$ cat src/rtl/cpu_pkg.sv
// Purpose : shared types and constants for the fetch/PC sequencer and its condition evaluator.
// Latency : n/a (declarations only).
// Backpressure: n/a.
//
// Contents:
//   PC_W          - program counter / instruction-address width
//   fetch_state_t - fetch sequencer states
//   cond_t        - branch condition codes carried in instr[11:9]
//   br_offset()   - sign-extended, word-scaled branch displacement
package cpu_pkg;

  localparam int PC_W = 16;

  typedef enum logic [1:0] {
    FETCH  = 2'd0,
    WAIT   = 2'd1,
    EXEC   = 2'd2,
    HALTED = 2'd3
  } fetch_state_t;

  typedef enum logic [2:0] {
    COND_NE = 3'b000,
    COND_EQ = 3'b001,
    COND_GT = 3'b010,
    COND_LT = 3'b011,
    COND_GE = 3'b100,
    COND_LE = 3'b101,
    COND_OV = 3'b110,
    COND_AL = 3'b111
  } cond_t;

  // The 9-bit immediate counts instruction words.
  // Sign-extend it to PC width first, then shift left by one to get a byte offset.
  // The shifted-out top bit is the duplicated sign bit, so nothing is lost.
  function automatic logic [PC_W-1:0] br_offset(input logic [8:0] imm9);
    return {{(PC_W-10){imm9[8]}}, imm9, 1'b0};
  endfunction

endpackage

$ cat src/rtl/branch_cond.sv
// Purpose : evaluates a 3-bit branch condition against the ALU Z/V/N flags.
// Latency : purely combinational, 0 cycles.
// Backpressure: none (no handshake).
//
// Ports:
//   i_cond  [2:0] condition code (cond_t encoding)
//   i_z/i_v/i_n   ALU zero / overflow / negative flags
//   o_taken       condition holds
module branch_cond
  import cpu_pkg::*;
(
  input  logic [2:0] i_cond,
  input  logic       i_z,
  input  logic       i_v,
  input  logic       i_n,
  output logic       o_taken
);

  cond_t w_cond;

  assign w_cond = cond_t'(i_cond);

  always_comb begin
    o_taken = 1'b0;
    unique case (w_cond)
      COND_NE: o_taken = !i_z;
      COND_EQ: o_taken = i_z;
      COND_GT: o_taken = !i_z && !i_n;
      COND_LT: o_taken = i_n;
      // "equal or strictly greater" reduces to Z | !N.
      COND_GE: o_taken = i_z || !i_n;
      COND_LE: o_taken = i_n || i_z;
      COND_OV: o_taken = i_v;
      COND_AL: o_taken = 1'b1;
      default: o_taken = 1'b0;
    endcase
  end

endmodule

$ cat src/rtl/pc_fetch_ctrl.sv
// Purpose : fetch/PC sequencer. It requests an instruction, holds it for the decoder
//           until the core signals completion, then selects the next PC (or halts).
// Latency : fetch takes 1 cycle plus the memory wait; the new PC is on imem_addr the
//           cycle after exe_done.
// Backpressure: a fetch stalls in WAIT until imem_rdy; execution stalls in EXEC until
//           exe_done. No output depends combinationally on imem_rdy or exe_done.
//
// Ports:
//   clk, rst_n            clock, synchronous active-low reset
//   imem_req/addr/rdy/data instruction memory request/response
//   instr, instr_vld      held instruction for the decoder, valid while executing
//   exe_done              core finished; halt/BEn/Br and flags are sampled this cycle
//   halt, BEn, Br         decoder controls for the current instruction
//   flag_z/v/n            ALU flags
//   br_reg                register target for BR
//   pc_plus2              PC + 2, for the PCS write-back path
//   hlt_out               core halted (absorbing until reset)
module pc_fetch_ctrl
  import cpu_pkg::*;
#(
  parameter logic [PC_W-1:0] RESET_PC = 16'h0000
) (
  input  logic            clk,
  input  logic            rst_n,
  output logic            imem_req,
  output logic [PC_W-1:0] imem_addr,
  input  logic            imem_rdy,
  input  logic [15:0]     imem_data,
  output logic [15:0]     instr,
  output logic            instr_vld,
  input  logic            exe_done,
  input  logic            halt,
  input  logic            BEn,
  input  logic            Br,
  input  logic            flag_z,
  input  logic            flag_v,
  input  logic            flag_n,
  input  logic [PC_W-1:0] br_reg,
  output logic [PC_W-1:0] pc_plus2,
  output logic            hlt_out
);

  fetch_state_t    r_state;
  fetch_state_t    w_state_nxt;
  logic [PC_W-1:0] r_pc;
  logic [PC_W-1:0] w_pc_nxt;
  logic [15:0]     r_instr;
  logic [15:0]     w_instr_nxt;

  logic [PC_W-1:0] w_pc_plus2;
  logic [PC_W-1:0] w_br_target;
  logic [PC_W-1:0] w_next_pc;
  logic            w_cond_taken;

  // Next-PC datapath. It is evaluated every cycle, but it only matters when exe_done
  // is high in EXEC.
  assign w_pc_plus2  = r_pc + PC_W'(2);
  assign w_br_target = w_pc_plus2 + br_offset(r_instr[8:0]);

  branch_cond u_branch_cond (
    .i_cond  (r_instr[11:9]),
    .i_z     (flag_z),
    .i_v     (flag_v),
    .i_n     (flag_n),
    .o_taken (w_cond_taken)
  );

  // Br only picks the register target when the branch is enabled and the condition holds.
  // In every other case execution falls through.
  always_comb begin
    w_next_pc = w_pc_plus2;
    if (BEn && w_cond_taken) begin
      w_next_pc = Br ? br_reg : w_br_target;
    end
  end

  // State, PC and instruction registers. The reset branch wins over any same-cycle
  // imem_rdy, so a fetch in flight during reset is dropped.
  always_ff @(posedge clk) begin
    if (!rst_n) begin
      r_state <= FETCH;
      r_pc    <= RESET_PC;
      r_instr <= '0;
    end else begin
      r_state <= w_state_nxt;
      r_pc    <= w_pc_nxt;
      r_instr <= w_instr_nxt;
    end
  end

  // Next-state and output decode.
  always_comb begin
    w_state_nxt = r_state;
    w_pc_nxt    = r_pc;
    w_instr_nxt = r_instr;
    imem_req    = 1'b0;
    instr_vld   = 1'b0;
    hlt_out     = 1'b0;

    unique case (r_state)
      FETCH: begin
        imem_req = 1'b1;
        if (imem_rdy) begin
          w_instr_nxt = imem_data;
          w_state_nxt = EXEC;
        end else begin
          w_state_nxt = WAIT;
        end
      end

      WAIT: begin
        // The request and the address (r_pc) are held until memory responds.
        imem_req = 1'b1;
        if (imem_rdy) begin
          w_instr_nxt = imem_data;
          w_state_nxt = EXEC;
        end
      end

      EXEC: begin
        instr_vld = 1'b1;
        if (exe_done) begin
          // halt overrides any branch. The PC stays on the HLT address.
          if (halt) begin
            w_state_nxt = HALTED;
          end else begin
            w_pc_nxt    = w_next_pc;
            w_state_nxt = FETCH;
          end
        end
      end

      HALTED: begin
        hlt_out = 1'b1;
      end

      default: begin
        w_state_nxt = FETCH;
      end
    endcase
  end

  assign imem_addr = r_pc;
  assign instr     = r_instr;
  assign pc_plus2  = w_pc_plus2;

endmodule
$ cat config.mk
export PLATFORM = sky130hd
export DESIGN_NAME = pc_fetch_ctrl
export DESIGN_NICKNAME = d
export VERILOG_FILES = /design/src/rtl/cpu_pkg.sv /design/src/rtl/branch_cond.sv /design/src/rtl/pc_fetch_ctrl.sv
export SDC_FILE = /design/constraint.sdc
export NUM_CORES = 1
export LEC_CHECK = 0
export CAP_MARGIN = 25
export CORE_MARGIN = 3
export CORE_UTILIZATION = 38
export CTS_CLUSTER_SIZE = 24
export DETAILED_ROUTE_END_ITERATION = 6
export PLACE_DENSITY = 0.69
export SLEW_MARGIN = 20
export SYNTH_ARGS = -nofsm -noshare
export SYNTH_HDL_FRONTEND = slang
export SYNTH_SLANG_ARGS = --single-unit
export TNS_END_PERCENT = 100
$ cat constraint.sdc
create_clock -name clk -period 3.4 [get_ports clk]
set_input_delay 0.85 -clock clk [delete_from_list [all_inputs] [get_ports clk]]
set_output_delay 0.85 -clock clk [all_outputs]
set_load 0.02 [all_outputs]
== Word level (Yosys, flattened, before mapping) ==
Index checks and enable logic that the tools add are counted.

* Bits in registers: 34
* Latch bits: 0
* RAM bits: 0
* Bits in read-only memories: 0
* Input bits: 42
* Output and inout bits: 51
* Word-level logic and storage cells: 42
* Memories: 0

* Add/subtract/negate cells: 2
* Multipliers: 0
* Div/mod/pow operators: 0
* $lt $le $gt $ge: 0
* Eq/ne operators: 12
* Shift-type cells: 0
* Mux-type cells: 11
* Bitwise operators: 1
* Reduce and logical (&&, ||, !) cells: 13

{| class="wikitable"
|+ Operators by type and width
! cell !! number
|-
| 16-bit 2-to-1 mux || 2
|-
| 16-bit adder || 1
|-
| 16-bit by 2-bit adder with 16-bit output, second input constant || 1
|-
| 3-bit equality test, second input constant || 4
|-
| 2-bit 2-to-1 mux || 4
|-
| 1-bit one-hot mux with 8 select lines || 1
|-
| 3-bit by 2-bit equality test with 1-bit output, second input constant || 2
|-
| 2-bit one-hot mux with 3 select lines || 1
|-
| 3-bit AND reduction || 2
|-
| 2-bit equality test, second input constant || 2
|-
| 2-bit inequality test, second input constant || 2
|-
| 3-bit by 1-bit equality test with 1-bit output, second input constant || 1
|-
| 3-bit logical NOT || 1
|-
| 1-bit 2-to-1 mux || 3
|-
| 3-bit nonzero test || 1
|-
| 2-bit by 1-bit equality test with 1-bit output, second input constant || 1
|-
| 1-bit logical AND || 2
|-
| 1-bit logical NOT || 2
|-
| 2-bit logical NOT || 1
|-
| 1-bit logical OR || 2
|-
| 2-bit AND reduction || 1
|-
| 2-bit OR reduction || 1
|-
| 1-bit NOT || 1
|}

== Longest topological paths before layout ==
* Word-level depth: 5
* Gate-level depth with buffers: 14
* Mapped depth without buffers: 14

== By module ==
Synthesis repeated with hierarchy kept, for this count alone.

* Cells, all modules: 370
* Area, all modules: 2767.7 um^2

{| class="wikitable"
|+ Modules (own cells, without submodules)
! module !! times used !! cells each !! area each (um^2) !! seq. area each (um^2)
|-
| pc_fetch_ctrl || 1 || 359 || 2691.3 || 680.7
|-
| branch_cond || 1 || 11 || 76.3 || 0.0
|}

== Worst setup path before layout ==
No wires, ideal clock.

* Kind: register to register
* Start point: reg r_pc[1] (netlist: imem_addr[1])
* End point: reg r_pc[14] (netlist: imem_addr[14])
* Setup time: 0.079 ns
* Data arrival time: 3.328 ns
* Slack: -0.007 ns
* Cell stages (with the launch flop): 13
* Buffers on the path: 0
* Period minus slack after synthesis: 3.407 ns
* Cells stage by stage: dfxtp_1 > ha_1 > nand3_2 > nor2_2 > nand4_1 > xnor2_1 > ha_1 > a21o_1 > a21o_2 > a21o_2 > o21ai_1 > or3b_1 > a211oi_2

* Longest elaborated chain between the ends: 4

{| class="wikitable"
|+ RTL lines
! item !! RTL line !! source
|-
| start, declared || pc_fetch_ctrl.sv:45 || <nowiki>logic [PC_W-1:0] r_pc;</nowiki>
|-
| start signal, assigned || pc_fetch_ctrl.sv:86 || <nowiki>r_pc <= w_pc_nxt;</nowiki>
|-
| 16-bit by 2-bit adder with 16-bit output || pc_fetch_ctrl.sv:57 || <nowiki>assign w_pc_plus2 = r_pc + PC_W'(2);</nowiki>
|-
| net pc_plus2[11] || pc_fetch_ctrl.sv:39 || <nowiki>output logic [PC_W-1:0] pc_plus2,</nowiki>
|-
| 16-bit adder || pc_fetch_ctrl.sv:58 || <nowiki>assign w_br_target = w_pc_plus2 + br_offset(r_instr[8:0]);</nowiki>
|-
| 16-bit 2-to-1 mux || pc_fetch_ctrl.sv:73 || <nowiki>w_next_pc = Br ? br_reg : w_br_target;</nowiki>
|-
| 16-bit 2-to-1 mux || pc_fetch_ctrl.sv:72 || <nowiki>if (BEn && w_cond_taken) begin</nowiki>
|}

The timed path passes the listed nets, and every way through them passes these cells.
A chain may end at the register's enable or synchronous reset.

== Final worst setup path ==
* Start point: reg r_pc[3] (netlist: imem_addr[3])
* End point: out pc_plus2[10]

* Longest elaborated chain between the ends: 1

{| class="wikitable"
|+ RTL lines
! item !! RTL line
|-
| 16-bit by 2-bit adder with 16-bit output || pc_fetch_ctrl.sv:57
|-
| end, declared || pc_fetch_ctrl.sv:39
|}

Every way passes these cells.

==> impl_metrics.ini <==
[floorplan]
rows = 30
core_um2 = 6940
num_io_pins = 93
die_h_um = 91.3
initial_core_util_pct = 39.8
die_area_um2 = 8340
die_x_um = 91.3

[critical_path]
cp_common_cell = and3_1
cp_cell_sequence = and3_2, and3_1, and3_1, xor2_1, clkdlybuf4s50_1
crit_required_ps = 2550
crit_fanout = 7
critPathKind = flip-flop to output port
endpoint_kind = output port
cpPeakStageDelay_ps = 670
crit_arrival_ps = 2400
cp_slowest_cell = clkdlybuf4s50_1
cp-start-kind = flip-flop

[synthesis]
yosysSeqAreaShare_pct = 24.6
synth_top_area_share_pct = 24.6
synth_seq_cells = 34
synth.cells.most_frequent = nand2_1, a21oi_1, dfxtp_1, ha_1
syn_area_um2 = 2770
syn_inst = 350
async_flop_share_pct = 0
avgSynthCellArea_um2 = 7.90
synthMuxAreaShare_pct = 1.09
synth-simple-area-share_pct = 22.8
syn_nets = 415
synth-main-ff-cell = dfxtp_1
yosysMostFrequentCell = nand2_1
yosysUniqueCellTypes = 63
synth-compound-area-share_pct = 25.8
yosys-top-cells-area = dfxtp_1, ha_1, nand2_1
yosysWarnings = 0
synth_top_family_by_area = compound AO/OA/AOI/OAI gates
synth_top_cell_by_area = dfxtp_1
synth_xor_area_share_pct = 8.50
synth-adder-area-share_pct = 10.7
synth-edff-count = 0

[cts]
clock_sinks = 34
ctsHoldBuffers = 0
cts.reportedPaths.clkPinSlew_ps = 80
htreeDepth = 2
ctsLongestPathBuffers = 2
cts_tree = done
worst_skew_pair.late_latency_ps = 280
cts_root_buf = clkbuf_8
cts_buffers = 5

[place]
gp_congestion = 0.890
port_buffers = 92
dpl.hpwl_um = 6560

[final_layout]
drive_above_1_share_pct = 8.20
antenna_cells = 0
nets = 503
area_growth_pct = 40.2

[sta]
hold_viol_final = 0
tightest_slew_ps = 799
final_max_slew_viol_count = 0
setup_viol = 0
fin_skew_ps = 5.28
maxSlewHeadroom_pct = 46.6
period_share_pct = 95.7
rsz0062_at_grt = false
tns_ps = 0
max_freq_mhz = 307
hold_slack_ps = 455
min_period_ps = 3250

[global_route]
grt_max_degree = 25
grt_pass1_vias = 2902
antenna_found_initial = 0
grt_pass1_wl_um = 14100
grt.total_usage_pct = 20.6
overflow = 0

[power_and_ir_drop]
p_per_area_nw_per_um2 = 445
p_leak_uw = 0.00155
ir_worst_vdd_uv = 469

[routing]
vias = 2948
drt_first_pass_iters = 5
drt-initial-drc-count = 137
detail_route.wl_per_cell_um = 16.0
routed_wl_um = 8550
via_per_inst = 5.51
drt.antenna.violating_nets = 0
drc_errors = 0

[worst_hold_path]
hp-class = flip-flop to flip-flop

[flow_run]
maxCapViolCount = 0

[status]
status = finished clean
[stage by stage]
step / cell area (µm²) / power (µW) / util [%] / cells / setup WS [ps]
floorplan: 2770 / 1010 / - / 350 / 8.25
global placement: 3730 / 1260 / 53.7 / 527 / 299
detailed placement: 3730 / 1280 / 53.7 / 527 / 202
CTS: 3870 / 1740 / 55.7 / 535 / 18.9
global route: 3880 / 1850 / 55.8 / 535 / 7.66
finish: 3880 / 1720 / 55.8 / 535 / 147
[registers in the layout, indices dropped and copies added, names as in the netlist]
name / flops
r_state: 2
instr: 16
imem_addr: 16
[cell type report]
| cell class | instances | area, µm² |
|---|---|---|
| Clock inverter | 3 | 68.8 |
| Inverter | 13 | 48.8 |
| Clock buffer | 5 | 68.8 |
| Multi-Input combinational cell | 286 | 1920 |
| Tap cell | 96 | 120 |
| Timing Repair Buffer | 98 | 968 |
| Sequential cell | 34 | 681 |
| Fill cell | 636 | 3070 |
[worst max-delay path: cells and delay by family, from the launching register on]
| kind | cells | cell delay [ps] |
|---|---|---|
| buffers and inverters | 1 | 670 |
| XOR/XNOR | 1 | 230 |
| AND/OR/NAND/NOR | 3 | 760 |
| flip-flops | 1 | 450 |
[per-layer routing]
metal	routed length, µm	vias up	global-route usage (%)
li1	-	1438	-
met5	0	-	0
met3	738	15	5.55
met4	120	0	6.66
met1	3690	1364	25.9
met2	4000	131	34.0
[final timing paths]
kind,startpoint,end,slack [ps],cells past startpoint
max,imem_addr[3],pc_plus2[10],150,5
min,instr[12],instr[12],460,2
max reg2reg,imem_addr[3],imem_addr[13],260,11
min reg2reg,instr[12],instr[12],460,2
[cells in the final DEF (no fill, tap or decap), types with 3 or more instances in the layout]
cell,n
ha_1,21
clkdlybuf4s50_1,91
a21oi_1,38
inv_1,13
xor2_1,11
nand4_1,5
or3_1,3
a21boi_0,3
xnor2_1,13
mux2i_1,3
a21o_2,4
o211ai_1,10
and3_1,7
o21ai_0,15
a21o_1,4
clkbuf_8,5
nand3_1,8
nor3_1,4
nand2_1,64
nor2_1,15
dfxtp_1,34
a31oi_1,9
buf_4,6
[logic make-up after synthesis]
| family | after synthesis |
|---|---|
| buf+inv | 30 |
| simple gates | 127 |
| xor+xnor | 26 |
| mux | 3 |
| flops | 34 |
| compound gates | 107 |
| fa+ha+maj | 23 |
[power by group]
| group | internal, µW | switching (µW) | total, µW | leakage (µW) |
|---|---|---|---|---|
| clock | 294 | 163 | 457 | 0.0000683 |
| combinational | 332 | 423 | 754 | 0.00121 |
| sequential | 451 | 62.9 | 513 | 0.000277 |
[timing repair]
| item | in CTS | in global routing |
|---|---|---|
| resized for setup | 0 | 4 |
| setup endpoints to repair | 0 | 8 |
| setup buffers | 0 | 0 |
Note: power is estimated with default switching activity, not from simulation.
